[src/rtl/gpu_pkg.sv]
// Shared state encodings and arithmetic helper for the kernel block dispatcher.
package gpu_pkg;

  typedef enum logic [1:0] {
    IDLE = 2'd0,
    RUN  = 2'd1,
    DONE = 2'd2
  } dispatch_state_e;

  typedef enum logic [1:0] {
    S_IDLE  = 2'd0,
    S_RESET = 2'd1,
    S_BUSY  = 2'd2
  } slot_state_e;

  // ceil(num / 2**shift): a shift plus one when any remainder bit is set
  function automatic int unsigned ceil_div(input int unsigned num, input int unsigned shift);
    int unsigned mask;
    mask = (32'd1 << shift) - 32'd1;
    return (num >> shift) + (((num & mask) != 32'd0) ? 32'd1 : 32'd0);
  endfunction

endpackage

[src/rtl/dispatch_slot.sv]
// One core's dispatch slot: a one-cycle core reset, then a run request held
// until the core reports its block complete.
module dispatch_slot
  import gpu_pkg::*;
#(
  parameter int unsigned DATA_WIDTH = 8,
  parameter int unsigned TC_WIDTH   = 3
) (
  input  logic                  clk,
  input  logic                  rst_n,
  input  logic                  i_dispatch,
  input  logic [DATA_WIDTH-1:0] i_block_id,
  input  logic [TC_WIDTH-1:0]   i_thread_count,
  input  logic                  i_core_done,
  output logic                  o_core_reset,
  output logic                  o_core_start,
  output logic [DATA_WIDTH-1:0] o_block_id,
  output logic [TC_WIDTH-1:0]   o_thread_count,
  output logic                  o_idle_c,
  output logic                  o_done_pulse_c
);

  slot_state_e           r_state;
  slot_state_e           w_next_state;
  logic                  w_load;
  logic                  r_core_reset;
  logic                  r_core_start;
  logic [DATA_WIDTH-1:0] r_block_id;
  logic [TC_WIDTH-1:0]   r_thread_count;

  // Next-state logic; core_done only matters while the core is running
  always_comb begin
    w_next_state = r_state;
    w_load       = 1'b0;
    case (r_state)
      S_IDLE: begin
        if (i_dispatch) begin
          w_next_state = S_RESET;
          w_load       = 1'b1;
        end
      end
      S_RESET: w_next_state = S_BUSY;
      S_BUSY: begin
        if (i_core_done) begin
          w_next_state = S_IDLE;
        end
      end
      default: w_next_state = S_IDLE;
    endcase
  end

  // Handshake outputs follow the registered state; ID/count hold after completion
  always_ff @(posedge clk or negedge rst_n) begin
    if (!rst_n) begin
      r_state        <= S_IDLE;
      r_core_reset   <= 1'b0;
      r_core_start   <= 1'b0;
      r_block_id     <= '0;
      r_thread_count <= '0;
    end else begin
      r_state      <= w_next_state;
      r_core_reset <= (w_next_state == S_RESET);
      r_core_start <= (w_next_state == S_BUSY);
      if (w_load) begin
        r_block_id     <= i_block_id;
        r_thread_count <= i_thread_count;
      end
    end
  end

  assign o_core_reset   = r_core_reset;
  assign o_core_start   = r_core_start;
  assign o_block_id     = r_block_id;
  assign o_thread_count = r_thread_count;
  assign o_idle_c       = (r_state == S_IDLE);
  assign o_done_pulse_c = (r_state == S_BUSY) && i_core_done;

endmodule

[src/rtl/block_dispatcher.sv]
// Splits a launched kernel's thread count into fixed-size blocks and hands them
// to idle compute cores, raising done once every block has completed.
module block_dispatcher
  import gpu_pkg::*;
#(
  parameter int unsigned  DATA_WIDTH        = 8,
  parameter int unsigned  NUM_CORES         = 2,
  parameter int unsigned  THREADS_PER_BLOCK = 4,
  localparam int unsigned TC_WIDTH          = $clog2(THREADS_PER_BLOCK) + 1
) (
  input  logic                                 clk,
  input  logic                                 rst_n,
  input  logic                                 start,
  input  logic [DATA_WIDTH-1:0]                thread_count,
  input  logic [NUM_CORES-1:0]                 core_done,
  output logic [NUM_CORES-1:0]                 core_reset,
  output logic [NUM_CORES-1:0]                 core_start,
  output logic [NUM_CORES-1:0][DATA_WIDTH-1:0] core_block_id,
  output logic [NUM_CORES-1:0][TC_WIDTH-1:0]   core_thread_count,
  output logic                                 done
);

  localparam int unsigned BLK_SHIFT = $clog2(THREADS_PER_BLOCK);

  dispatch_state_e       r_state;
  dispatch_state_e       w_next_state;
  logic [DATA_WIDTH-1:0] r_tc_q;
  logic [DATA_WIDTH-1:0] w_tc_q;
  logic [DATA_WIDTH-1:0] r_total_blocks;
  logic [DATA_WIDTH-1:0] w_total_blocks;
  logic [DATA_WIDTH-1:0] r_next_block;
  logic [DATA_WIDTH-1:0] w_next_block;
  logic [DATA_WIDTH-1:0] r_blocks_done;
  logic [DATA_WIDTH-1:0] w_blocks_done;
  logic                  r_done;
  logic                  w_dispatch;

  logic [NUM_CORES-1:0]  w_idle;
  logic [NUM_CORES-1:0]  w_done_pulse;
  logic [NUM_CORES-1:0]  w_grant;
  logic [NUM_CORES-1:0]  w_dispatch_vec;
  logic [DATA_WIDTH-1:0] w_done_cnt;
  logic [DATA_WIDTH-1:0] w_remain;
  logic [TC_WIDTH-1:0]   w_blk_tc;

  // Lowest-index idle slot wins: isolate the least significant set bit
  assign w_grant        = w_idle & (~w_idle + NUM_CORES'(1));
  assign w_dispatch_vec = w_dispatch ? w_grant : '0;

  // Threads left from the next block onward; only the last block can be partial
  assign w_remain = r_tc_q - (r_next_block << BLK_SHIFT);
  assign w_blk_tc = (w_remain >= DATA_WIDTH'(THREADS_PER_BLOCK)) ?
                    TC_WIDTH'(THREADS_PER_BLOCK) : TC_WIDTH'(w_remain);

  // Several slots may complete in one cycle
  always_comb begin
    w_done_cnt = '0;
    for (int i = 0; i < NUM_CORES; i++) begin
      w_done_cnt = w_done_cnt + DATA_WIDTH'(w_done_pulse[i]);
    end
  end

  // Kernel FSM and its counters
  always_comb begin
    w_next_state   = r_state;
    w_tc_q         = r_tc_q;
    w_total_blocks = r_total_blocks;
    w_next_block   = r_next_block;
    w_blocks_done  = r_blocks_done;
    w_dispatch     = 1'b0;
    case (r_state)
      IDLE: begin
        if (start) begin
          w_next_state   = RUN;
          w_tc_q         = thread_count;
          w_total_blocks = DATA_WIDTH'(ceil_div(32'(thread_count), BLK_SHIFT));
          w_next_block   = '0;
          w_blocks_done  = '0;
        end
      end
      RUN: begin
        w_blocks_done = r_blocks_done + w_done_cnt;
        if (r_blocks_done == r_total_blocks) begin
          w_next_state = DONE;
        end else if ((r_next_block < r_total_blocks) && (|w_idle)) begin
          w_dispatch   = 1'b1;
          w_next_block = r_next_block + DATA_WIDTH'(1);
        end
      end
      DONE: begin
        if (!start) begin
          w_next_state = IDLE;
        end
      end
      default: w_next_state = IDLE;
    endcase
  end

  always_ff @(posedge clk or negedge rst_n) begin
    if (!rst_n) begin
      r_state        <= IDLE;
      r_tc_q         <= '0;
      r_total_blocks <= '0;
      r_next_block   <= '0;
      r_blocks_done  <= '0;
      r_done         <= 1'b0;
    end else begin
      r_state        <= w_next_state;
      r_tc_q         <= w_tc_q;
      r_total_blocks <= w_total_blocks;
      r_next_block   <= w_next_block;
      r_blocks_done  <= w_blocks_done;
      r_done         <= (w_next_state == DONE);
    end
  end

  assign done = r_done;

  for (genvar g = 0; g < NUM_CORES; g++) begin : g_slot
    dispatch_slot #(
      .DATA_WIDTH(DATA_WIDTH),
      .TC_WIDTH  (TC_WIDTH)
    ) u_slot (
      .clk           (clk),
      .rst_n         (rst_n),
      .i_dispatch    (w_dispatch_vec[g]),
      .i_block_id    (r_next_block),
      .i_thread_count(w_blk_tc),
      .i_core_done   (core_done[g]),
      .o_core_reset  (core_reset[g]),
      .o_core_start  (core_start[g]),
      .o_block_id    (core_block_id[g]),
      .o_thread_count(core_thread_count[g]),
      .o_idle_c      (w_idle[g]),
      .o_done_pulse_c(w_done_pulse[g])
    );
  end

endmodule
[config.mk]
export PLATFORM = sky130hd
export DESIGN_NAME = block_dispatcher
export DESIGN_NICKNAME = d
export VERILOG_FILES = /design/src/rtl/gpu_pkg.sv /design/src/rtl/dispatch_slot.sv /design/src/rtl/block_dispatcher.sv
export SDC_FILE = /design/constraint.sdc
export NUM_CORES = 1
export LEC_CHECK = 0
export ABC_AREA = 1
export CAP_MARGIN = 20
export CORE_UTILIZATION = 40
export CTS_CLUSTER_SIZE = 8
export DETAILED_ROUTE_END_ITERATION = 8
export HOLD_SLACK_MARGIN = 0.03
export PLACE_DENSITY = 0.65
export SYNTH_ARGS = -nofsm -noshare
export SYNTH_HDL_FRONTEND = slang
export SYNTH_HIERARCHICAL = 1
export SYNTH_SLANG_ARGS = --single-unit
[constraint.sdc]
create_clock -name clk -period 4.95 [get_ports clk]
set_clock_uncertainty 0.1 [all_clocks]
set_input_delay 0.7425 -clock clk [delete_from_list [all_inputs] [get_ports clk]]
set_output_delay 0.7425 -clock clk [all_outputs]
set_load 0.01 [all_outputs]
### After elaboration in Yosys (flattened, before gate mapping)

Cells that the tools add are included.
W data, S select, Z words.

| word-level totals | value |
|---|---|
| register bits | 65 |
| bits of input ports | 13 |
| output and inout bits | 27 |
| logic and storage cells | 78 |

| operators by class | value |
|---|---|
| add/sub/neg operators | 6 |
| order comparisons | 2 |
| eq/ne operators | 15 |
| mux-type cells | 25 |
| bitwise operators | 2 |
| reductions and logical operators | 12 |

Operators with widths:

| cell | number |
|---|---|
| $pmux W8 S2 | 2 |
| $reduce_bool A32 Y1 | 1 |
| $mux W8 | 3 |
| $pmux W2 S3 | 3 |
| $mux W2 | 8 |
| $eq A2 B2 Y1 const B | 6 |
| $eq A2 B1 Y1 const B | 5 |
| $add A8 B1 Y8 const B | 1 |
| $add A8 B2 Y8 | 1 |
| $eq A8 B8 Y1 | 1 |
| $ge A8 B3 Y1 const B | 1 |
| $lt A8 B8 Y1 | 1 |
| $mux W1 | 8 |
| $sub A8 B8 Y8 | 1 |
| $add A6 B1 Y7 | 1 |
| $logic_not A2 Y1 | 3 |
| $ne A2 B2 Y1 const B | 3 |
| $reduce_and A2 Y1 | 2 |
| $reduce_and A4 Y1 | 1 |
| $logic_and A1 B1 Y1 | 3 |
| $mux W3 | 1 |
| $add A1 B1 Y2 | 1 |
| $add A2 B1 Y2 const B | 1 |
| $and A2 B2 Y2 | 1 |
| other kinds (3) | 3 |

### Depth between registers and ports, before layout

| depth | value |
|---|---|
| word-level depth | 10 |
| mapped depth | 13 |
| depth with buffers taken out | 12 |

### Hierarchy

Netlist, hierarchy kept.

By module, submodules not included:

| module | instances | cells each | area an instance (µm²) | seq. area each (µm²) |
|---|---|---|---|---|
| block_dispatcher | 1 | 297 | 2229.6 | 850.8 |
| dispatch_slot | 2 | 62 | 599.3 | 375.4 |

### Worst setup path after synthesis

No wires, ideal clock.

| path | value |
|---|---|
| path kind | in2reg |
| from | input core_done[0] |
| to | register r_blocks_done[6] |
| library setup time | 117 ps |
| data arrival time | 1812 ps |
| data required time | 4733 ps |
| setup slack | 2921 ps |
| stages | 10 |
| path buffers | 0 |
| path through | nand2_1 > nor2_1 > fa_1 > ha_1 > nand2_1 > nor3_1 > nand3_1 > o21ai_1 > o21ai_1 > inv_1 |

| on the way | value |
|---|---|
| cells in the longest elaborated chain, start to end | 4 |

Ends and longest elaborated chain:

| element | RTL line | source |
|---|---|---|
| start: declaration | block_dispatcher.sv:15 | `input logic [NUM_CORES-1:0] core_done,` |
| $logic_and A1 B1 Y1 | dispatch_slot.sv:76 | `assign o_done_pulse_c = (r_state == S_BUSY) && i_core_done;` |
| net w_done_pulse[0] | block_dispatcher.sv:39 | `logic [NUM_CORES-1:0] w_done_pulse;` |
| $add A1 B1 Y2 | block_dispatcher.sv:59 | `w_done_cnt = w_done_cnt + DATA_WIDTH'(w_done_pulse[i]);` |
| $add A8 B2 Y8 | block_dispatcher.sv:82 | `w_blocks_done = r_blocks_done + w_done_cnt;` |
| $pmux W8 S2 | block_dispatcher.sv:71 | `case (r_state)` |
| end signal: assignment | block_dispatcher.sv:112 | `r_blocks_done <= w_blocks_done;` |
| end: declaration | block_dispatcher.sv:33 | `logic [DATA_WIDTH-1:0] r_blocks_done;` |

The timed path passes the listed nets, and every way through them passes these cells.
A chain may end at the register's enable or synchronous reset.

### Worst setup path in the final report

| path | value |
|---|---|
| from | register r_next_block[5] |
| to | register g_slot[0].u_slot.r_block_id[7] |

| on the way | value |
|---|---|
| cells in the longest elaborated chain, start to end | 8 |

Ends and longest elaborated chain:

| element | RTL line | source |
|---|---|---|
| start: declaration | block_dispatcher.sv:31 | `logic [DATA_WIDTH-1:0] r_next_block;` |
| start signal: assignment | block_dispatcher.sv:111 | `r_next_block <= w_next_block;` |
| $lt A8 B8 Y1 | block_dispatcher.sv:85 | `end else if ((r_next_block < r_total_blocks) && (\|w_idle)) begin` |
| $logic_and A1 B1 Y1 | block_dispatcher.sv:85 |  |
| $mux W1 | block_dispatcher.sv:85 |  |
| $mux W1 | block_dispatcher.sv:83 | `if (r_blocks_done == r_total_blocks) begin` |
| $mux W1 | block_dispatcher.sv:71 |  |
| $mux W2 | block_dispatcher.sv:48 | `assign w_dispatch_vec = w_dispatch ? w_grant : '0;` |
| net w_dispatch_vec[0] | block_dispatcher.sv:41 | `logic [NUM_CORES-1:0] w_dispatch_vec;` |
| $mux W1 | dispatch_slot.sv:37 | `if (i_dispatch) begin` |
| $mux W1 | dispatch_slot.sv:35 | `case (r_state)` |
| end signal: assignment | dispatch_slot.sv:65 | `r_block_id <= i_block_id;` |
| end: declaration | dispatch_slot.sv:28 | `logic [DATA_WIDTH-1:0] r_block_id;` |

The timed path passes the listed nets, and every way through them passes these cells.

==> flow_summary.toml <==
[critical_path]
critPathMaxFanout = 13
worstSetupPathType = "flip-flop to flip-flop"
worst-path-buf-inv = 2
max_stage_delay_ns = 0.69
arrival_ns = 2.83
required_ns = 5.08
crit_top_cell = "nand2_1"
cp_slowest_cell = "nor2_1"
critPathLaunchType = "flip-flop"
cp-end-kind = "flip-flop"
path_delay_family = "simple AND/OR/NAND/NOR gates"
path_cells = "ha_1 -> nand2_1 -> inv_1 -> o21ai_0 -> nand2_1 -> clkinv_1 -> nand4_1 -> nor2_1 -> nand2_4 -> nand2_1 -> nand2_1"

[sta]
fmax_mhz = 370
setup_viol = 0
fin_crit_ns = 2.70
maxSlewHeadroom = 0.411
slew_viol_final = 0
tns_ns = 0
post-route-period-util = 0.546
worstMarginPinSlew_ns = 0.881
finalHoldViolCount = 0
rsz0062_at_grt = "false"

[drt]
routed_via_density = 4.88
via_count = 2785
firstDrtPassIters = 4
wl_um = 7480
wire_per_inst_um = 13.1
ant_nets = 0
drc = 0
drt-initial-drc-count = 200

[floorplanning]
rows = 33
core-area_sq_mm = 0.00826
die_w_um = 94.6
io_pins = 40
die_area_sq_mm = 0.00895
die_h_um = 94.6
start_util = 0.415

[yosys]
syn_area_per_cell_sq_um = 8.14
synth_area_sq_mm = 0.00343
synth_cell_types = 28
syn_inst = 421
yosysWarnings = 6
ys_ff_latch = 64
syn_nets = 451
synth_seq_area_share = 0.467

[final_layout]
nets = 491
area_delta_synth_final_pct = 17.7
multiInputGateArea_sq_mm = 0.00153
final_util = 0.489
drive_gt1_frac = 0.0858
num-fill-cells = 835
seq_area_sq_mm = 0.00160
antenna_cells = 0

[power]
ir_worst_vdd_mv = 0.158
power.leakage_nw = 2.12
p_per_area_mw_per_mm2 = 573

[job]
drv_cap = 0

[run_status]
outcome = "finished, final reports clean"

[clocking]
numCtsBuffers = 9
clk_latency_ns = 0.34
clock_sinks = 64
hold_buffers = 0
clk_pin_slew_worst_paths_ns = 0.08
cts_tree = "built"
h-tree-depth = 3
cts_root_buf = "clkbuf_8"
post_cts_buffers = 0
postCtsResizedCells = 0
cts_max_path_buffers = 2

[placement]
gp_congestion = 0.877
portBuffers = 39
dpl.hpwl_um = 5260

[grt]
antenna_found_initial = 0
grt_pass1_vias = 2655
globalRouteTotalUtil = 0.191
grt_max_degree = 65
grt_pass1_wl_um = 13100
gr-total-overflow = 0

[min_path]
hold_class = "flip-flop to flip-flop"
-- cell type report --
type,count,area share
clock buffer,10,0.0316
clock inverter,6,0.00899
timing repair buffer,40,0.0974
multi-input combinational,289,0.380
inverter,57,0.0530
tap,105,0.0326
sequential,64,0.397
-- metal layers --
layer,global-route usage,vias up,wire length (um)
li1,-,1410,-
met1,0.258,1299,3640
met2,0.311,69,3470
met3,0.0338,7,278
met4,0.0644,0,94
met5,0,-,0
-- per-stage QoR --
step                      total power [mW]  setup WS (ns)  hold WS [ns]  cell area, sq um  cells
after floorplan                       1.64           2.92         0.347              3430    421
after global placement                1.90           2.27         0.354              3870    555
after detailed placement              1.93           2.20         0.358              3870    555
after CTS                             2.33           2.26         0.375              4040    571
after global routing                  2.52           1.99         0.395              4040    571
final                                 2.31           2.25         0.370              4040    571
-- placed cells by master, fill, tap and decap left out, drive strengths merged --
cell,Yosys,final
o21ai,25,25
nand2,140,140
clkinv,1,6
xor2,1,1
nor3,3,3
nand3,42,42
fa,2,2
inv,56,56
and3,1,1
clkdlybuf4s50,0,38
o21a,2,2
xnor2,4,4
clkbuf,1,10
dfrtp,64,64
ha,15,15
nor2,32,32
a21oi,11,11
nand4,3,3
o31ai,1,1
o22ai,7,7
clkinvlp,0,1
buf,10,2
-- where the power goes --
group	total, mW	switching, mW	internal [mW]
sequential	0.828	0.146	0.682
combinational	1.10	0.681	0.415
clock	0.388	0.209	0.179
-- worst register-to-register path: stages (launching register included) --
cell      delay [ns]
dfrtp_1         0.61
ha_1            0.33
nand2_1         0.06
inv_1           0.03
o21ai_0         0.15
nand2_1         0.07
clkinv_1        0.06
nand4_1         0.11
nor2_1          0.69
nand2_4         0.22
nand2_1         0.11
nand2_1         0.05
-- synthesized netlist by cell type --
library cell	number	share of area
xnor2_1	4	0.010
nand2_1	129	0.14
o21ai_0	21	0.031
ha_1	15	0.055
nand2_8	2	0.012
a21oi_1	11	0.016
nand3_1	42	0.061
o31ai_1	1	0.0022
buf_4	1	0.0022
nor2_1	27	0.030
inv_2	7	0.0077
clkinv_1	1	0.0011
clkbuf_1	1	0.0011
nand2_2	4	0.0073
nand4_1	3	0.0055
buf_2	5	0.0073
nor2_4	5	0.016
nor3_1	3	0.0044
nand2_4	5	0.016
xor2_1	1	0.0026
and3_1	1	0.0018
buf_6	4	0.013
o21ai_1	4	0.0058
inv_1	49	0.054
o21a_1	2	0.0044
dfrtp_1	64	0.47
o22ai_1	7	0.013
fa_1	2	0.012
-- state kept, by name, summed over array words and instances, names as in the netlist --
name                          cells
g_slot.u_slot/o_block_id         16
r_state                           2
r_tc_q                            8
done                              1
r_total_blocks                    7
g_slot.u_slot/o_core_reset        2
r_blocks_done                     8
g_slot.u_slot/o_core_start        2
g_slot.u_slot/r_state             4
r_next_block                      8
g_slot.u_slot/o_thread_count      6
-- path summary, 6_finish.rpt --
path,startpoint,end,slack [ns],cells past startpoint
max,r_next_block[5]$_DFFE_PN0P_,g_slot[0].u_slot/o_block_id[7]$_DFFE_PN0P_,2.25,11
min,g_slot[0].u_slot/o_block_id[2]$_DFFE_PN0P_,g_slot[0].u_slot/o_block_id[2]$_DFFE_PN0P_,0.37,2
max reg2reg,r_next_block[5]$_DFFE_PN0P_,g_slot[0].u_slot/o_block_id[7]$_DFFE_PN0P_,2.25,11
min reg2reg,g_slot[0].u_slot/o_block_id[2]$_DFFE_PN0P_,g_slot[0].u_slot/o_block_id[2]$_DFFE_PN0P_,0.37,2
max in group asynchronous,rst_n,r_total_blocks[5]$_DFFE_PN0P_,3.75,2
min in group asynchronous,rst_n,r_blocks_done[6]$_DFFE_PN0P_,0.47,2
-- logic make-up (layout without fill, tap and decap cells) --
logic type      after synthesis  after routing  share of synthesized area
fa+ha+maj                    17             17                     0.0664
compound gates               46             46                     0.0719
simple gates                221            221                      0.296
buf+inv                      68            113                     0.0861
flops                        64             64                      0.467
xor+xnor                      5              5                     0.0128
No activity file was read; power rests on OpenSTA's default activity.
